### src/rtl/if_id_latch.sv
// =============================================================================
// Module   : if_id_latch
// Brief    : IF/ID pipeline register. It holds the decode slot on a hazard and
//            injects bubbles on a flush or an instruction-memory stall. It also
//            freezes fetch once a HALT reaches decode.
//            Optional consecutive-stall watchdog: define IFID_STALL_WDOG_EN.
// Revision : 1.0 - initial release
// =============================================================================
`timescale 1ns/1ps
`default_nettype none

module if_id_latch #(
    parameter int                INST_W    = 16,
    parameter logic [INST_W-1:0] NOP_INST  = 16'h0800,
    parameter int                STALL_MAX = 3,
    parameter int                CNT_W     = 3
) (
    input  logic              clk,
    input  logic              rst,
    input  logic [INST_W-1:0] inst_if,
    input  logic [INST_W-1:0] pcp2_if,
    input  logic              imem_stall,
    input  logic              sendNOP,
    input  logic              flush,
    output logic [INST_W-1:0] inst_id,
    output logic [INST_W-1:0] pcp2_id,
    output logic              nop_id,
    output logic              pc_hold,
    output logic              halted,
    output logic              stall_err
);

    typedef enum logic [1:0] {
        ST_RUN   = 2'b00,
        ST_STALL = 2'b01,
        ST_HALT  = 2'b10
    } state_t;

    state_t            r_state;
    logic [INST_W-1:0] r_inst_id;
    logic [INST_W-1:0] r_pcp2_id;
    logic              r_nop_id;
    logic              r_halted;

    logic              w_hazard;
    logic              w_halt_det;
    logic              w_stall_edge;

    // A bubble in decode can never raise a hazard, so gate with the valid flag.
    assign w_hazard     = ~sendNOP & r_nop_id;
    assign w_halt_det   = (r_state != ST_HALT) & r_nop_id
                        & (r_inst_id[INST_W-1 -: 5] == 5'b00000);
    assign w_stall_edge = ~flush & ~w_halt_det & w_hazard;

    always_ff @(posedge clk or posedge rst) begin
        if (rst) begin
            r_state   <= ST_RUN;
            r_inst_id <= NOP_INST;
            r_pcp2_id <= '0;
            r_nop_id  <= 1'b0;
            r_halted  <= 1'b0;
        end else if (flush) begin
            r_state   <= ST_RUN;
            r_inst_id <= NOP_INST;
            r_nop_id  <= 1'b0;
            r_halted  <= 1'b0;
        end else if (w_halt_det) begin
            r_state   <= ST_HALT;
            r_nop_id  <= 1'b0;
            r_halted  <= 1'b1;
        end else if (r_state == ST_HALT) begin
            r_nop_id  <= 1'b0;
        end else if (w_stall_edge) begin
            r_state   <= ST_STALL;
        end else begin
            r_state   <= ST_RUN;
            r_pcp2_id <= pcp2_if;
            if (imem_stall) begin
                r_inst_id <= NOP_INST;
                r_nop_id  <= 1'b0;
            end else begin
                r_inst_id <= inst_if;
                r_nop_id  <= 1'b1;
            end
        end
    end

    // A flush redirects fetch, so it must never be blocked by a hold term.
    assign pc_hold = ~flush & (~sendNOP | imem_stall | (r_state == ST_HALT));

    assign inst_id = r_inst_id;
    assign pcp2_id = r_pcp2_id;
    assign nop_id  = r_nop_id;
    assign halted  = r_halted;

`ifdef IFID_STALL_WDOG_EN
    localparam logic [CNT_W-1:0] c_cnt_sat   = {CNT_W{1'b1}};
    localparam logic [CNT_W-1:0] c_stall_max = CNT_W'(STALL_MAX);

    logic [CNT_W-1:0] r_count;
    logic             r_stall_err;
    logic             w_wdog_trip;

    assign w_wdog_trip = w_stall_edge & (r_count >= c_stall_max);

    always_ff @(posedge clk or posedge rst) begin
        if (rst) begin
            r_count     <= '0;
            r_stall_err <= 1'b0;
        end else if (w_stall_edge) begin
            if (r_count != c_cnt_sat) begin
                r_count <= r_count + CNT_W'(1);
            end
            if (w_wdog_trip) begin
                r_stall_err <= 1'b1;
            end
        end else begin
            r_count <= '0;
        end
    end

    assign stall_err = r_stall_err;

`ifndef SYNTHESIS
    always_ff @(posedge clk) begin
        if (!rst && w_wdog_trip && !r_stall_err) begin
            $display("WARNING if_id_latch: hazard stall exceeded %0d cycles at %0t", STALL_MAX, $time);
        end
    end
`endif
`else
    assign stall_err = 1'b0;
`endif

endmodule

`default_nettype wire

### config.mk
export PLATFORM = sky130hd
export DESIGN_NAME = if_id_latch
export DESIGN_NICKNAME = d
export VERILOG_FILES = /design/src/rtl/if_id_latch.sv
export SDC_FILE = /design/constraint.sdc
export NUM_CORES = 1
export LEC_CHECK = 0
export CAP_MARGIN = 20
export CORE_MARGIN = 1
export CORE_UTILIZATION = 42
export CTS_BUF_LIST = sky130_fd_sc_hd__clkbuf_4 sky130_fd_sc_hd__clkbuf_8
export CTS_CLUSTER_DIAMETER = 80
export CTS_CLUSTER_SIZE = 40
export DETAILED_ROUTE_END_ITERATION = 12
export PLACE_DENSITY = 0.82
export SYNTH_ARGS = -nofsm -noshare
export SYNTH_HDL_FRONTEND = slang
export SYNTH_SLANG_ARGS = --single-unit
### constraint.sdc
create_clock -name clk -period 2.2 [get_ports clk]
set_input_delay 0.33 -clock clk [delete_from_list [all_inputs] [get_ports clk]]
set_output_delay 0.33 -clock clk [all_outputs]
set_load 0.005 [all_outputs]
Yosys cells after proc, flatten, opt, wreduce, memory -nomap -nowiden
Index checks and enable logic that the tools add are counted.
{"block": "totals", "reg_bits": 36, "in_bits": 37, "output_inout_bits": 36, "word_cells": 45}
{"block": "classes", "n_eq_ne": 7, "mux": 16, "bitwise_logic": 13, "n_reduce_logical": 4}
{"operator": "16-bit 2-to-1 mux", "count": 5}
{"operator": "1-bit 2-to-1 mux", "count": 8}
{"operator": "2-bit inequality test (second input constant)", "count": 4}
{"operator": "1-bit bitwise AND", "count": 6}
{"operator": "2-bit 2-to-1 mux", "count": 3}
{"operator": "5-bit logical NOT", "count": 1}
{"operator": "1-bit NOT", "count": 5}
{"operator": "4-bit by 3-bit inequality test with 1-bit output (second input constant)", "count": 1}
{"operator": "4-bit AND reduction", "count": 1}
{"operator": "3-bit inequality test (second input constant)", "count": 1}
{"operator": "3-bit AND reduction", "count": 1}
{"operator": "2-bit equality test (second input constant)", "count": 1}
{"operator": "1-bit OR", "count": 2}
{"operator": "2-bit nonzero test", "count": 1}

Depth between registers and ports, before layout
{"block": "logic_depth", "ltp_word": 10, "ltp_mapped": 6, "depth_no_buf": 4}

Worst setup path after synthesis
No wires, ideal clock.
{"block": "synth_timing", "path_kind": "register to register", "from": "register r_inst_id[11] (netlist: inst_id[11])", "to": "register r_pcp2_id[0] (netlist: pcp2_id[0])", "setup_ps": 125, "t_arrival_ps": 1653, "t_required_ps": 2075, "setup_slack_ps": 422, "stages_incl_launch_ff": 7, "n_path_buf": 2, "synth_period_minus_slack_ps": 1778, "path_cell_list": "dfstp_2 > nor4b_4 > a211oi_2 > nor2b_1 > buf_6 > buf_6 > mux2_4"}
{"block": "synth_between", "elab_chain_len": 7}
{"element": "from (decl)", "line": "40", "source": "logic [INST_W-1:0] r_inst_id;"}
{"element": "from (signal assigned)", "line": "82", "source": "r_inst_id <= inst_if;"}
{"element": "5-bit logical NOT (*)", "line": "52", "source": "& (r_inst_id[INST_W-1 -: 5] == 5'b00000);"}
{"element": "1-bit bitwise AND (*)", "line": "52"}
{"element": "1-bit NOT (no source line) (*)"}
{"element": "1-bit bitwise AND (2 in a row)", "line": "53", "source": "assign w_stall_edge = ~flush & ~w_halt_det & w_hazard;"}
{"element": "1-bit NOT (no source line)"}
{"element": "4-bit AND reduction (no source line) (*)"}
{"element": "to (signal assigned)", "line": "77", "source": "r_pcp2_id <= pcp2_if;"}
{"element": "to (decl)", "line": "41", "source": "logic [INST_W-1:0] r_pcp2_id;"}
Mark *: on every way between the ends. The rest lies on a longest branch, timed or not.
A chain may end at the register's enable or synchronous reset.

Worst setup path in the final report
{"block": "layout_timing", "from": "input imem_stall", "to": "output pc_hold"}
{"block": "layout_between", "elab_chain_len": 3}
{"element": "from (decl)", "line": "22", "source": "input logic imem_stall,"}
{"element": "1-bit OR (2 in a row)", "line": "89", "source": "assign pc_hold = ~flush & (~sendNOP | imem_stall | (r_state == ST_HALT));"}
{"element": "1-bit bitwise AND", "line": "89"}
{"element": "to (decl)", "line": "28", "source": "output logic pc_hold,"}
Every way passes these cells.

==> results summary <==
The total power per unit cell area came out at 663 mW/mm2. For this run, design rule violations remaining after detail routing come to 0. The repair_antennas step left the layout with diodes totalling 0. Setup total negative slack on the finished layout was measured at 0 ns. The number of global-route vias before repair is ~1300.

The reported leakage power is 0.00102 uW. The clock network fraction of design power is 0.306. The startpoint kind of the worst setup timing path is a primary input. The proportion of power drawn by flip-flops and latches is 0.472.

In this run the critical register-to-register path is launched from inst_id[11]$_DFFE_PP1P_. The register-to-register setup slack is 0.44 ns. The max-cap check violation count came out at 0. The clock root buffer is clkbuf_8.

The total overflow left after global routing is 0. The max-slew violation count is 0. Counting every sink on the clock net gives 36. The final core utilization is 0.705. The H-tree generated during clock tree synthesis spans 2 levels.

Measured against its own limit, the worst slew margin works out to 0.408. Counting the buffers created by CTS gives 5. Clock skew on the completed layout was measured at approximately 0.0067 ns.

The height of the die came out at between 60 and 70 um. The count of buffers added on input and output ports is just over 70. The fraction of final layout cells sized beyond drive strength 1 came out at 0.157. The final route contains 1257 vias. The critical path required time is between 1.5 and 2 ns. The number of hold-slack violations in the final timing report came out at 0.

The first-pass iteration count of the detailed router is 4. The critical path starts at imem_stall. Yosys attributes the largest share of cell area to dfrtp_1 (56%), mux2_4 (9.6%), nand2b_1 (6.4%), o21ai_0 (4.8%), nand3_1 (4.5%).

The nature of the critical path endpoint is an output pin. The proportion of netlist area held by the largest area contributor is 0.560. Setup repair after global routing left no endpoint under its margin. The start-to-end type of the worst setup path is in -> out. Across all hold checks on the routed design, the worst slack comes to about 0.48 ns.

In this run the worst path has a maximum fanout of 4. Counting along the longest clock path gives a buffer depth of 2. The proportion of synthesized flip-flops having asynchronous set or reset came out at 1.00.

The worst reg-to-reg path cell count is 5. The number of antenna violations at the first check in global routing came to 0. The final wirelength is about 3.5 mm. The data arrival time of the worst path is between 1.5 and 2 ns. The detail route stage leaves a number of antenna-violating nets equal to 0.

The shortest period the worst path allows came out at just under 2 ns. The design draws 1610 uW. The share of power burned in combinational logic came out at 0.222. For this run, the leading register cell type out of synthesis is dfrtp_1. Of the available clock period, the critical path in the final layout requires 0.899. Summed over all instances, the cell type with the most area after synthesis is dfrtp_1. The number of hold buffers added after CTS is 0. The actual slew at the worst max-slew pin is approximately 0.9 ns. The via density per instance came out at roughly 5.0. The clock input transition at the sequential cells of the worst setup and hold paths is 0.07 ns. Measured against the total synthesized area, the mux share comes to 0.139. The first global-routing pass estimated 5.96 mm of wire.

The final worst slack is 0.221 ns. The fraction of the yosys area taken by sequential cells came out at 0.577. The adder and majority cell fraction of the synthesized area is 0.

After detailed routing, the average wire length per cell comes to roughly 14 um. The starting DRC count in detailed routing came out at 30. The flow ran to the end, and the final reports show no timing, DRC or antenna violations. The number of gates resized after cts is 0.

For this run, the total global-route usage over all layers was measured as 0.198. The number of flops mapped to enable cells by yosys is 0. For this run, the post-layout net count is roughly 240. The maximum vdd drop is between 0.0004 and 0.0005 V. The switching part of the total came out at 0.225. The initial utilization of the core area, before any placement, comes to 0.454. The number of different library cells in the post-synthesis netlist came out at 22. The post-synthesis register bit count came out at 36. The commonest cells after synthesis are dfrtp_1 (35), nand2b_1 (16), o21ai_0 (15), nand3_1 (14), mux2_4 (10). The min-delay analysis places its worst path in the category in -> async. After synthesis, the largest family of logic cells by area is simple AND/OR/NAND/NOR gates.

The relative area change from synthesis to final layout came out at 55.3%. The internal portion of total power came out at ~1200 uW. The buffer count from post-CTS setup fixing came out at 0. The endpoint identified for the worst register-to-register timing path is pcp2_id[4]$_DFFE_PP0P_. The final estimated routing congestion in global placement came out at 0.888. The area of the core came out at around 0.0034 mm2. The die footprint came out at between 0.003 and 0.004 mm2. The most common cell in the synthesized netlist is dfrtp_1. The maximum number of pins on one net before global-route repair is 37. The share of the synthesized netlist area taken by xor and xnor gates came out at 0. The switching power came out at roughly 360 uW. The count of standard-cell rows came out at 21. The die width is between 60 and 70 um. The Yosys step of the flow raised 0 warnings. Counting every net in the synthesized netlist gives 167. Setup violations remaining at the end of the flow were counted as 0.

The post-DP HPWL is ~2.5 mm. The post-synthesis share of cell area spent on and, or, nand and nor gates came out at 0.164. TritonCTS built the clock tree. The minimum setup slack after placement is about 0.19 ns. The synthesized netlist occupies a cell area of 0.00156 mm2.

The average instance area after synthesis came out at roughly 12 um2. The number of top-level pins came out at 73. The clock latency reported for the late side of the worst-skew pair is around 0.28 ns. The synthesized instance count is between 100 and 150. The upper clock frequency limit came out at just over 500 MHz. The compound-cell area share of the yosys netlist is 0.0785.
## power groups by stage
| stage | combinational [uW] | clock, uW | sequential (uW) |
|---|---|---|---|
| 2_1_floorplan | 138 | 0 | 775 |
| 3_3_place_gp | 352 | 0 | 768 |
| 3_5_place_dp | 359 | 0 | 773 |
| 4_1_cts | 362 | 511 | 761 |
| 5_1_grt | 387 | 536 | 768 |
| 6_report | 357 | 492 | 760 |
## cell families after synthesis
| group | count (synthesis) |
|---|---|
| AND/OR/NAND/NOR | 44 |
| flip-flops | 36 |
| AO/OA/AOI/OAI | 22 |
| multiplexers | 16 |
| buffers and inverters | 11 |
| other | 1 |
## per-stage QoR
step | instances | area (um2)
floorplan | 130 | 1560
CTS | 250 | 2430
global placement | 243 | 2330
detailed placement | 243 | 2330
finish | 250 | 2430
global route | 250 | 2430
## sequential cells by signal (all words and copies together), names as in the netlist
register / cells
inst_id: 16
pcp2_id: 16
r_state: 2
halted: 1
nop_id: 1
## layout make-up
class,count,area [um2]
well taps,46,57.6
flip-flops and latches,36,902
repair buffers,76,761
clock buffers,7,96.3
fillers,246,1010
multi-input cells,83,603
inverters,2,7.51
## routing by layer
layer	vias up	GRT usage	share of wire
li1	591	-	-
met5	-	0	0
met4	0	0.0930	0.015
met3	5	0.0839	0.087
met1	604	0.228	0.43
met2	57	0.316	0.47
## cells in the final DEF, fill, tap and decap left out, drive strengths merged, types with 2 or more instances in the layout
cell	n
inv	2
nor2b	3
nand2b	16
o21ai	15
a21oi	3
a211oi	2
mux2	16
nand2	2
dfrtp	35
nor2	4
nand3	14
clkdlybuf4s50	71
a31oi	2
clkbuf	7
nor3	3
buf	5
## worst max-delay path: stages
cell and delay [ns]:
clkdlybuf4s50_1 0.52, inv_1 0.07, a31oi_1 0.18, clkdlybuf4s50_1 0.54
## worst max-delay path by stage
stage | cells past startpoint | end | slack, ns
2_1_floorplan | 6 | pcp2_id[0]$_DFFE_PP0P_ | 0.42
3_3_place_gp | 4 | inst_id[10]$_DFFE_PP0P_ | 0.27
3_5_place_dp | 4 | inst_id[3]$_DFFE_PP0P_ | 0.19
4_1_cts | 4 | pc_hold | 0.25
5_1_grt | 4 | pc_hold | 0.14
6_report | 4 | pc_hold | 0.22
Power figures use the tool's default switching activity.
